[src/rtl/ws2812_rx.sv]
// WS2812 single-wire stream decoder: recovers 24-bit GRB words and frame latches
// from the oversampled serial waveform.
//
// state | meaning
// SYNC  | waiting for a full latch gap before trusting the stream
// IDLE  | aligned, waiting for the first high pulse of a frame
// HIGH  | measuring a high pulse
// LOW   | between bits, watching for the next rise or a latch gap
module ws2812_rx #(
    parameter int T1_MIN       = 7,
    parameter int T_HIGH_MIN   = 2,
    parameter int T_HIGH_MAX   = 15,
    parameter int LATCH_CYCLES = 600,
    parameter int NUM_LEDS     = 4,
    localparam int IW = (NUM_LEDS > 1) ? $clog2(NUM_LEDS) : 1
) (
    input  logic          clk,
    input  logic          rst_n,
    input  logic          ws_din,
    output logic [23:0]   pix_data,
    output logic [IW-1:0] pix_idx,
    output logic          pix_valid,
    output logic          frame_done,
    output logic          ovf,
    output logic          err
);
    localparam int HW = $clog2(T_HIGH_MAX + 2);
    localparam int LW = $clog2(LATCH_CYCLES + 1);
    localparam int PW = $clog2(NUM_LEDS + 1);

    typedef enum logic [1:0] {SYNC, IDLE, HIGH, LOW} state_t;

    state_t        state, state_n;
    logic          s1, s2, s3;
    logic          rise, fall, lat, bit_in;
    logic [HW-1:0] hcnt;
    logic [LW-1:0] lcnt;
    logic [22:0]   shift, shift_n;
    logic [23:0]   shifted;
    logic [4:0]    bitcnt, bitcnt_n;
    logic [PW-1:0] pixcnt, pixcnt_n;
    logic [23:0]   data_n;
    logic [IW-1:0] idx_n;
    logic          ovf_n, valid_n, fd_n, err_n;

    assign rise    = s2 & ~s3;
    assign fall    = ~s2 & s3;
    assign lat     = (lcnt == LW'(LATCH_CYCLES));
    assign bit_in  = (hcnt >= HW'(T1_MIN));
    assign shifted = {shift, bit_in};

    // Counters hold zero on the opposite level, so each one measures the current run only.
    always_ff @(posedge clk or negedge rst_n) begin
        if (!rst_n) begin
            s1   <= 1'b0;
            s2   <= 1'b0;
            s3   <= 1'b0;
            hcnt <= '0;
            lcnt <= '0;
        end else begin
            s1 <= ws_din;
            s2 <= s1;
            s3 <= s2;
            if (!s2)
                hcnt <= '0;
            else if (hcnt < HW'(T_HIGH_MAX + 1))
                hcnt <= hcnt + HW'(1);
            if (s2)
                lcnt <= '0;
            else if (lcnt < LW'(LATCH_CYCLES))
                lcnt <= lcnt + LW'(1);
        end
    end

    always_ff @(posedge clk or negedge rst_n) begin
        if (!rst_n) begin
            state      <= SYNC;
            shift      <= '0;
            bitcnt     <= '0;
            pixcnt     <= '0;
            pix_data   <= '0;
            pix_idx    <= '0;
            pix_valid  <= 1'b0;
            frame_done <= 1'b0;
            ovf        <= 1'b0;
            err        <= 1'b0;
        end else begin
            state      <= state_n;
            shift      <= shift_n;
            bitcnt     <= bitcnt_n;
            pixcnt     <= pixcnt_n;
            pix_data   <= data_n;
            pix_idx    <= idx_n;
            pix_valid  <= valid_n;
            frame_done <= fd_n;
            ovf        <= ovf_n;
            err        <= err_n;
        end
    end

    always_comb begin
        state_n  = state;
        shift_n  = shift;
        bitcnt_n = bitcnt;
        pixcnt_n = pixcnt;
        data_n   = pix_data;
        idx_n    = pix_idx;
        ovf_n    = ovf;
        valid_n  = 1'b0;
        fd_n     = 1'b0;
        err_n    = 1'b0;
        case (state)
            SYNC: begin
                bitcnt_n = '0;
                pixcnt_n = '0;
                ovf_n    = 1'b0;
                if (lat)
                    state_n = IDLE;
            end
            IDLE: begin
                if (rise)
                    state_n = HIGH;
            end
            HIGH: begin
                if (hcnt > HW'(T_HIGH_MAX)) begin
                    err_n   = 1'b1;
                    state_n = SYNC;
                end else if (fall) begin
                    if (hcnt < HW'(T_HIGH_MIN)) begin
                        err_n   = 1'b1;
                        state_n = SYNC;
                    end else begin
                        shift_n = shifted[22:0];
                        state_n = LOW;
                        if (bitcnt == 5'd23) begin
                            data_n   = shifted;
                            idx_n    = (pixcnt >= PW'(NUM_LEDS - 1)) ? IW'(NUM_LEDS - 1)
                                                                      : pixcnt[IW-1:0];
                            valid_n  = 1'b1;
                            bitcnt_n = '0;
                            if (pixcnt >= PW'(NUM_LEDS))
                                ovf_n = 1'b1;
                            else
                                pixcnt_n = pixcnt + PW'(1);
                        end else begin
                            bitcnt_n = bitcnt + 5'd1;
                        end
                    end
                end
            end
            LOW: begin
                if (rise) begin
                    state_n = HIGH;
                end else if (lat) begin
                    // A partial word at the latch is a framing error, not a frame.
                    if (bitcnt != 5'd0)
                        err_n = 1'b1;
                    else if (pixcnt != '0)
                        fd_n = 1'b1;
                    bitcnt_n = '0;
                    pixcnt_n = '0;
                    ovf_n    = 1'b0;
                    state_n  = IDLE;
                end
            end
            default: state_n = SYNC;
        endcase
    end
endmodule

[config.mk]
export PLATFORM = sky130hd
export DESIGN_NAME = ws2812_rx
export DESIGN_NICKNAME = d
export VERILOG_FILES = /design/src/rtl/ws2812_rx.sv
export SDC_FILE = /design/constraint.sdc
export NUM_CORES = 1
export LEC_CHECK = 0
export CAP_MARGIN = 10
export CORE_MARGIN = 4
export CORE_UTILIZATION = 51
export DETAILED_ROUTE_END_ITERATION = 8
export PLACE_DENSITY = 0.72
export REMOVE_ABC_BUFFERS = 1
export SLEW_MARGIN = 10
export SYNTH_ARGS = -nofsm -noshare
export SYNTH_HDL_FRONTEND = slang
export SYNTH_SLANG_ARGS = --single-unit
[constraint.sdc]
create_clock -name clk -period 2.1 [get_ports clk]
set_clock_uncertainty 0.05 [all_clocks]
set_input_delay 0.63 -clock clk [delete_from_list [all_inputs] [get_ports clk]]
set_output_delay 0.63 -clock clk [all_outputs]
set_load 0.005 [all_outputs]
## Yosys cells after proc, flatten, opt, wreduce, memory -nomap -nowiden

Index checks and enable logic that the tools add are counted.

| storage, ports and cells | value |
|---|---|
| flip-flop bits (word level) | 81 |
| bits in latches | 0 |
| bits in writable memories | 0 |
| bits in read-only memories | 0 |
| memories | 0 |

| operators by class | value |
|---|---|
| add/subtract/negate cells | 4 |
| $mul | 0 |
| div/mod/pow operators | 0 |
| magnitude comparators | 7 |
| equality and inequality tests | 16 |
| shifts and indexed selects | 0 |
| multiplexer cells | 52 |
| bitwise gates (word level) | 6 |
| reductions and logical operators | 11 |

Operator list:

| kind | count |
|---|---|
| $mux 5 | 8 |
| $mux 1 | 23 |
| $mux 3 | 7 |
| $mux 10 | 2 |
| $ne 2x2->1 const B | 9 |
| $reduce_and 8->1 | 2 |
| $pmux 5 s3 | 1 |
| $mux 2 | 7 |
| $add 10x1->10 const B | 1 |
| $add 5x1->5 const B | 2 |
| $eq 10x10->1 const B | 1 |
| $lt 10x10->1 const B | 1 |
| $pmux 3 s3 | 1 |
| $pmux 2 s4 | 1 |
| $reduce_and 6->1 | 1 |
| $reduce_bool 3->1 | 2 |
| $eq 5x5->1 const B | 1 |
| $ge 5x3->1 const B | 1 |
| $gt 5x4->1 const B | 1 |
| $lt 5x2->1 const B | 1 |
| $lt 5x5->1 const B | 1 |
| $reduce_and 5->1 | 1 |
| $reduce_bool 5->1 | 1 |
| $eq 2x2->1 const B | 2 |
| other kinds (14) | 18 |

## Depth between registers and ports, before layout

| logic depth | value |
|---|---|
| depth in word-level cells | 7 |
| mapped depth | 8 |
| gate-level depth less buffers | 7 |

## Worst setup path before layout

No wires, ideal clock.

| timing path | value |
|---|---|
| path type | reg2reg |
| start | reg hcnt[0] |
| end | reg shift[11] |
| setup time | 0.125 ns |
| data arrival time | 2.085 ns |
| required time | 1.925 ns |
| setup slack | -0.159 ns |
| stages on the path, launching flop included | 7 |
| buffers on the path | 1 |
| clock period less this slack | 2.259 ns |
| cells stage by stage | dfrtp_1 -> ha_1 -> and3_1 -> ha_1 -> o2111ai_2 -> clkbuf_1 -> mux2_2 |

| on the way | value |
|---|---|
| word-level cells in the longest chain between the ends | 3 |
| elaborated cells between the ends (all ways) | 5 |

RTL lines:

| what | line | source |
|---|---|---|
| start: declaration | 36 | `logic [HW-1:0] hcnt;` |
| start signal: assignment | 67 | `hcnt <= hcnt + HW'(1);` |
| $lt 5x2->1 or $gt 5x4->1 (tied branches) | 129, 125 |  |
| $not 1->1 (no source line) | n/a |  |
| $reduce_and 4->1 (no source line) * | n/a |  |
| end signal: assignment | 89 | `shift <= shift_n;` |
| end: declaration | 38 | `logic [22:0] shift, shift_n;` |

Mark *: on every way between the ends. The rest lies on a longest branch, timed or not.
A chain may end at the register's enable or synchronous reset.

## Final worst setup path

| timing path | value |
|---|---|
| start | reg hcnt[1] |
| end | reg pix_data[23] |

| on the way | value |
|---|---|
| word-level cells in the longest chain between the ends | 3 |
| elaborated cells between the ends (all ways) | 5 |

RTL lines:

| what | line | source |
|---|---|---|
| $lt 5x2->1 or $gt 5x4->1 (tied branches) | 129, 125 |  |
| $not 1->1 (no source line) | n/a |  |
| $reduce_and 5->1 (no source line) * | n/a |  |
| end signal: assignment | 92 | `pix_data <= data_n;` |
| end: declaration | 20 | `output logic [23:0] pix_data,` |

Marked as above.

==> flow_metrics.env <==
export IMPL_hold_viol=0
export IMPL_seqCellArea_um2=2030
export IMPL_clockBufferDepth=2
export IMPL_r2r_start="hcnt[1]"
export IMPL_p_clk_share_pct=41.1
export IMPL_via_count=2452
export IMPL_fin_crit_sh_pct=101
export IMPL_synth_avg_cell_area_um2=12.5
export IMPL_drv_cap=0
export IMPL_grt_pass1_wl_um=11600
export IMPL_n_fill_cell=495
export IMPL_cts_buffers=9
export IMPL_max_slew_margin_rel_pct=71.5
export IMPL_start_kind="flop"
export IMPL_drive_above_1_share_pct=35.2
export IMPL_grt_ovfl_total=0
export IMPL_rsz0062_at_grt="true"
export IMPL_initial_core_util_pct=52.8
export IMPL_p_per_area_nw_per_um2=608
export IMPL_holdBufCountCts=0
export IMPL_clock_sinks=81
export IMPL_p_sw_uw=672
export IMPL_finalSetupViolCount=4
export IMPL_ff2ff_setup_slack_ns=-0.02
export IMPL_cp_arrival_ns=2.32
export IMPL_antenna_found_initial=0
export IMPL_hpwl_um=4090
export IMPL_pwr_share_comb_pct=4.3
export IMPL_grt_use_total_pct=17.3
export IMPL_ys_warn_count=0
export IMPL_multiInputGateArea_um2=1610
export IMPL_hp_class="in -> async"
export IMPL_met3_usage_pct=4.84
export IMPL_drtIter0Drc=84
export IMPL_ios=33
export IMPL_met2_usage_pct=27.6
export IMPL_ff2ff_path_depth=8
export IMPL_ant_nets=0
export IMPL_timing_final_ws_setup_ns=-0.0195
export IMPL_grt_most_used_layer="met2"
export IMPL_drtPass1Iterations=4
export IMPL_routedWlPerCell_um=14.7
export IMPL_final_core_utilization_pct=69.6
export IMPL_htree_levels=3
export IMPL_path_max_fanout=8
export IMPL_cp_required_ns=2.30
export IMPL_vias_per_cell=5.31
export IMPL_violations="negative setup slack"
export IMPL_worstSetupEndpointType="flop"
export IMPL_drc_errors=0
export IMPL_status="complete, but fails checks"
export IMPL_finalNetCount=377
export IMPL_die_w_um=92.1
export IMPL_path_clk_slew_ns=0.08
export IMPL_timing_final_max_slew_violations=0
export IMPL_ir_worst_vdd_mv=0.442
export IMPL_synth_cell_types=49
export IMPL_grt_max_degree=82
export IMPL_io_buffers=32
export IMPL_synth_area_leader_cell="dfrtp_1"
export IMPL_grt_pass1_vias=2521
export IMPL_crit_type="reg -> reg"
export IMPL_max_slew_worst_pin_slew_ns=0.428
export IMPL_share_seq_of_total_power_pct=54.6
export IMPL_area_growth_pct=31.9
export IMPL_rows=30
export IMPL_n_antenna_cell=0
export IMPL_place_gp_congestion=0.835
export IMPL_r2r_end="pix_data[23]"
export IMPL_synth_top_area_share_pct=56.2
export IMPL_wl_um=6790
export IMPL_swShare_pct=23.2
export IMPL_fmax_mhz=472
export IMPL_fin_crit_ns=2.12
export IMPL_core_um2=6830
export IMPL_p_int_mw=2.22
export IMPL_synthesis_area_um2=3610
export IMPL_async_reset_ff_share_pct=100
export IMPL_clk_insertion_delay_late_ns=0.36
export IMPL_root_buffer="clkbuf_8"
export IMPL_ys_ff_latch=81
export IMPL_synth_edf_count=0
export IMPL_cts_tree="done"
export IMPL_syn_inst=288
export IMPL_leakage_nw=2.22
export IMPL_use_met1_pct=21.7
export IMPL_synthFlopType="dfrtp_1"
export IMPL_die_area_um2=8480
export IMPL_die_h_um=92.1
export IMPL_ys_seq_area_share_pct=56.2
export IMPL_timing_hold_ws_ns=0.221
export IMPL_synthTopCellsByArea="dfrtp_1 56%, mux2_2 14%, ha_1 4.5%, xnor2_1 2.4%, nor2_1 1.8%"
-- power groups by stage --
| stage | combinational [mW] | clock [mW] | sequential, mW |
|---|---|---|---|
| after detailed placement | 0.115 | 0 | 1.61 |
| after floorplan | 0.0329 | 0 | 1.62 |
| after global routing | 0.143 | 1.29 | 1.58 |
| final | 0.125 | 1.19 | 1.58 |
| after CTS | 0.121 | 1.22 | 1.58 |
| after global placement | 0.112 | 0 | 1.61 |
-- timing repair --
action                     in CTS  in global routing
cloned                          4                  0
buffers inserted                3                  3
resized for setup              19                 14
pin swaps                       6                  3
setup endpoints to repair      54                 39
-- final cells by class --
class	instances	share of cell area, %
Tap cell	96	2.52
Inverter	11	0.868
Clock buffer	10	2.89
Timing Repair Buffer	73	15.7
Sequential cell	81	42.6
Multi-Input combinational cell	185	33.9
Clock inverter	6	1.55
-- cell usage after synthesis (3+ instances only) --
cell type and instances:
a21oi_1 11, a31oi_1 3, and2_1 4, buf_2 4, clkbuf_1 6, dfrtp_1 81, ha_1 13, inv_1 11
mux2_2 45, nand2_1 12, nand2b_1 3, nand3_1 8, nand4_1 4, nor2_1 17, nor2b_1 3, nor3_1 4
o21ai_0 8, xnor2_1 10
-- per-stage QoR --
| step | std cells | cell area, um^2 | setup slack (ns) | power (mW) | TNS, ns |
|---|---|---|---|---|---|
| detailed placement | 437 | 4260 | -0.108 | 1.72 | -2.93 |
| global route | 462 | 4760 | -0.110 | 3.01 | -2.27 |
| finish | 462 | 4760 | -0.0195 | 2.89 | -0.0548 |
| CTS | 460 | 4680 | -0.00580 | 2.92 | -0.0204 |
| global placement | 437 | 4260 | -0.0971 | 1.72 | -2.09 |
| floorplan | 276 | 3550 | -1.37 | 1.65 | -47.59 |
-- how the worst max path moves through the flow --
| stage | start | to | cells past startpoint |
|---|---|---|---|
| floorplan | hcnt[0] | pix_data[10] | 6 |
| global placement | lcnt[7] | bitcnt[2] | 5 |
| detailed placement | lcnt[7] | bitcnt[2] | 5 |
| CTS | hcnt[1] | pix_data[17] | 9 |
| global route | hcnt[1] | pix_data[16] | 9 |
| finish | hcnt[1] | pix_data[23] | 8 |
-- logic make-up (layout without fill, tap and decap cells) --
group | after synthesis | in the layout | synth area share (%)
flops | 81 | 81 | 56.2
fa+ha+maj | 13 | 13 | 4.51
simple gates | 67 | 68 | 9.64
compound gates | 47 | 47 | 9.82
buf+inv | 23 | 100 | 2.84
xor+xnor | 11 | 11 | 2.67
mux | 46 | 46 | 14.3
-- registers in the layout, indices dropped and copies added, names as in the netlist --
signal      flops
pix_data       24
pix_idx         2
shift          23
s2              1
ovf             1
pix_valid       1
bitcnt          5
state           2
frame_done      1
hcnt            5
pixcnt          3
s1              1
s3              1
err             1
lcnt           10
-- routing by layer --
| metal | share of wire (%) | up-vias |
|---|---|---|
| met5 | 0 | - |
| met4 | 2.2 | 0 |
| met3 | 3.5 | 12 |
| met2 | 47 | 46 |
| met1 | 47 | 1215 |
| li1 | - | 1179 |
-- critical path, stage by stage (launching register included) --
cell,delay (ns)
dfrtp_1,0.41
buf_6,0.14
or4_4,0.53
o2111ai_4,0.14
buf_6,0.14
nor2_4,0.03
buf_12,0.14
buf_12,0.14
mux2_4,0.29
-- cells in the final DEF, fill, tap and decap left out, types with 2 or more instances in the layout --
cell / Yosys / routed
nand2b_1: 3 / 3
nor2_1: 17 / 13
a21oi_1: 11 / 11
buf_16: 0 / 2
and2_1: 4 / 4
dfrtp_1: 81 / 81
a21boi_0: 2 / 2
nand4_1: 4 / 4
nor2b_1: 3 / 3
buf_12: 0 / 3
xnor2_1: 10 / 10
a211o_1: 2 / 2
clkdlybuf4s50_1: 0 / 31
nor2_4: 0 / 4
nand2_1: 12 / 12
mux2_4: 0 / 3
mux2_2: 45 / 42
o22ai_1: 2 / 2
o22a_2: 2 / 2
buf_6: 1 / 5
or2_4: 0 / 2
a31oi_1: 3 / 3
o21ai_0: 8 / 8
clkbuf_8: 0 / 10
clkinvlp_4: 0 / 2
inv_1: 11 / 11
o21a_1: 2 / 2
ha_1: 13 / 11
o41ai_2: 2 / 2
buf_4: 1 / 31
nand3_1: 8 / 8
a21o_1: 2 / 2
or4_4: 1 / 2
nor3_1: 4 / 3
Note: power is estimated with default switching activity, not from simulation.
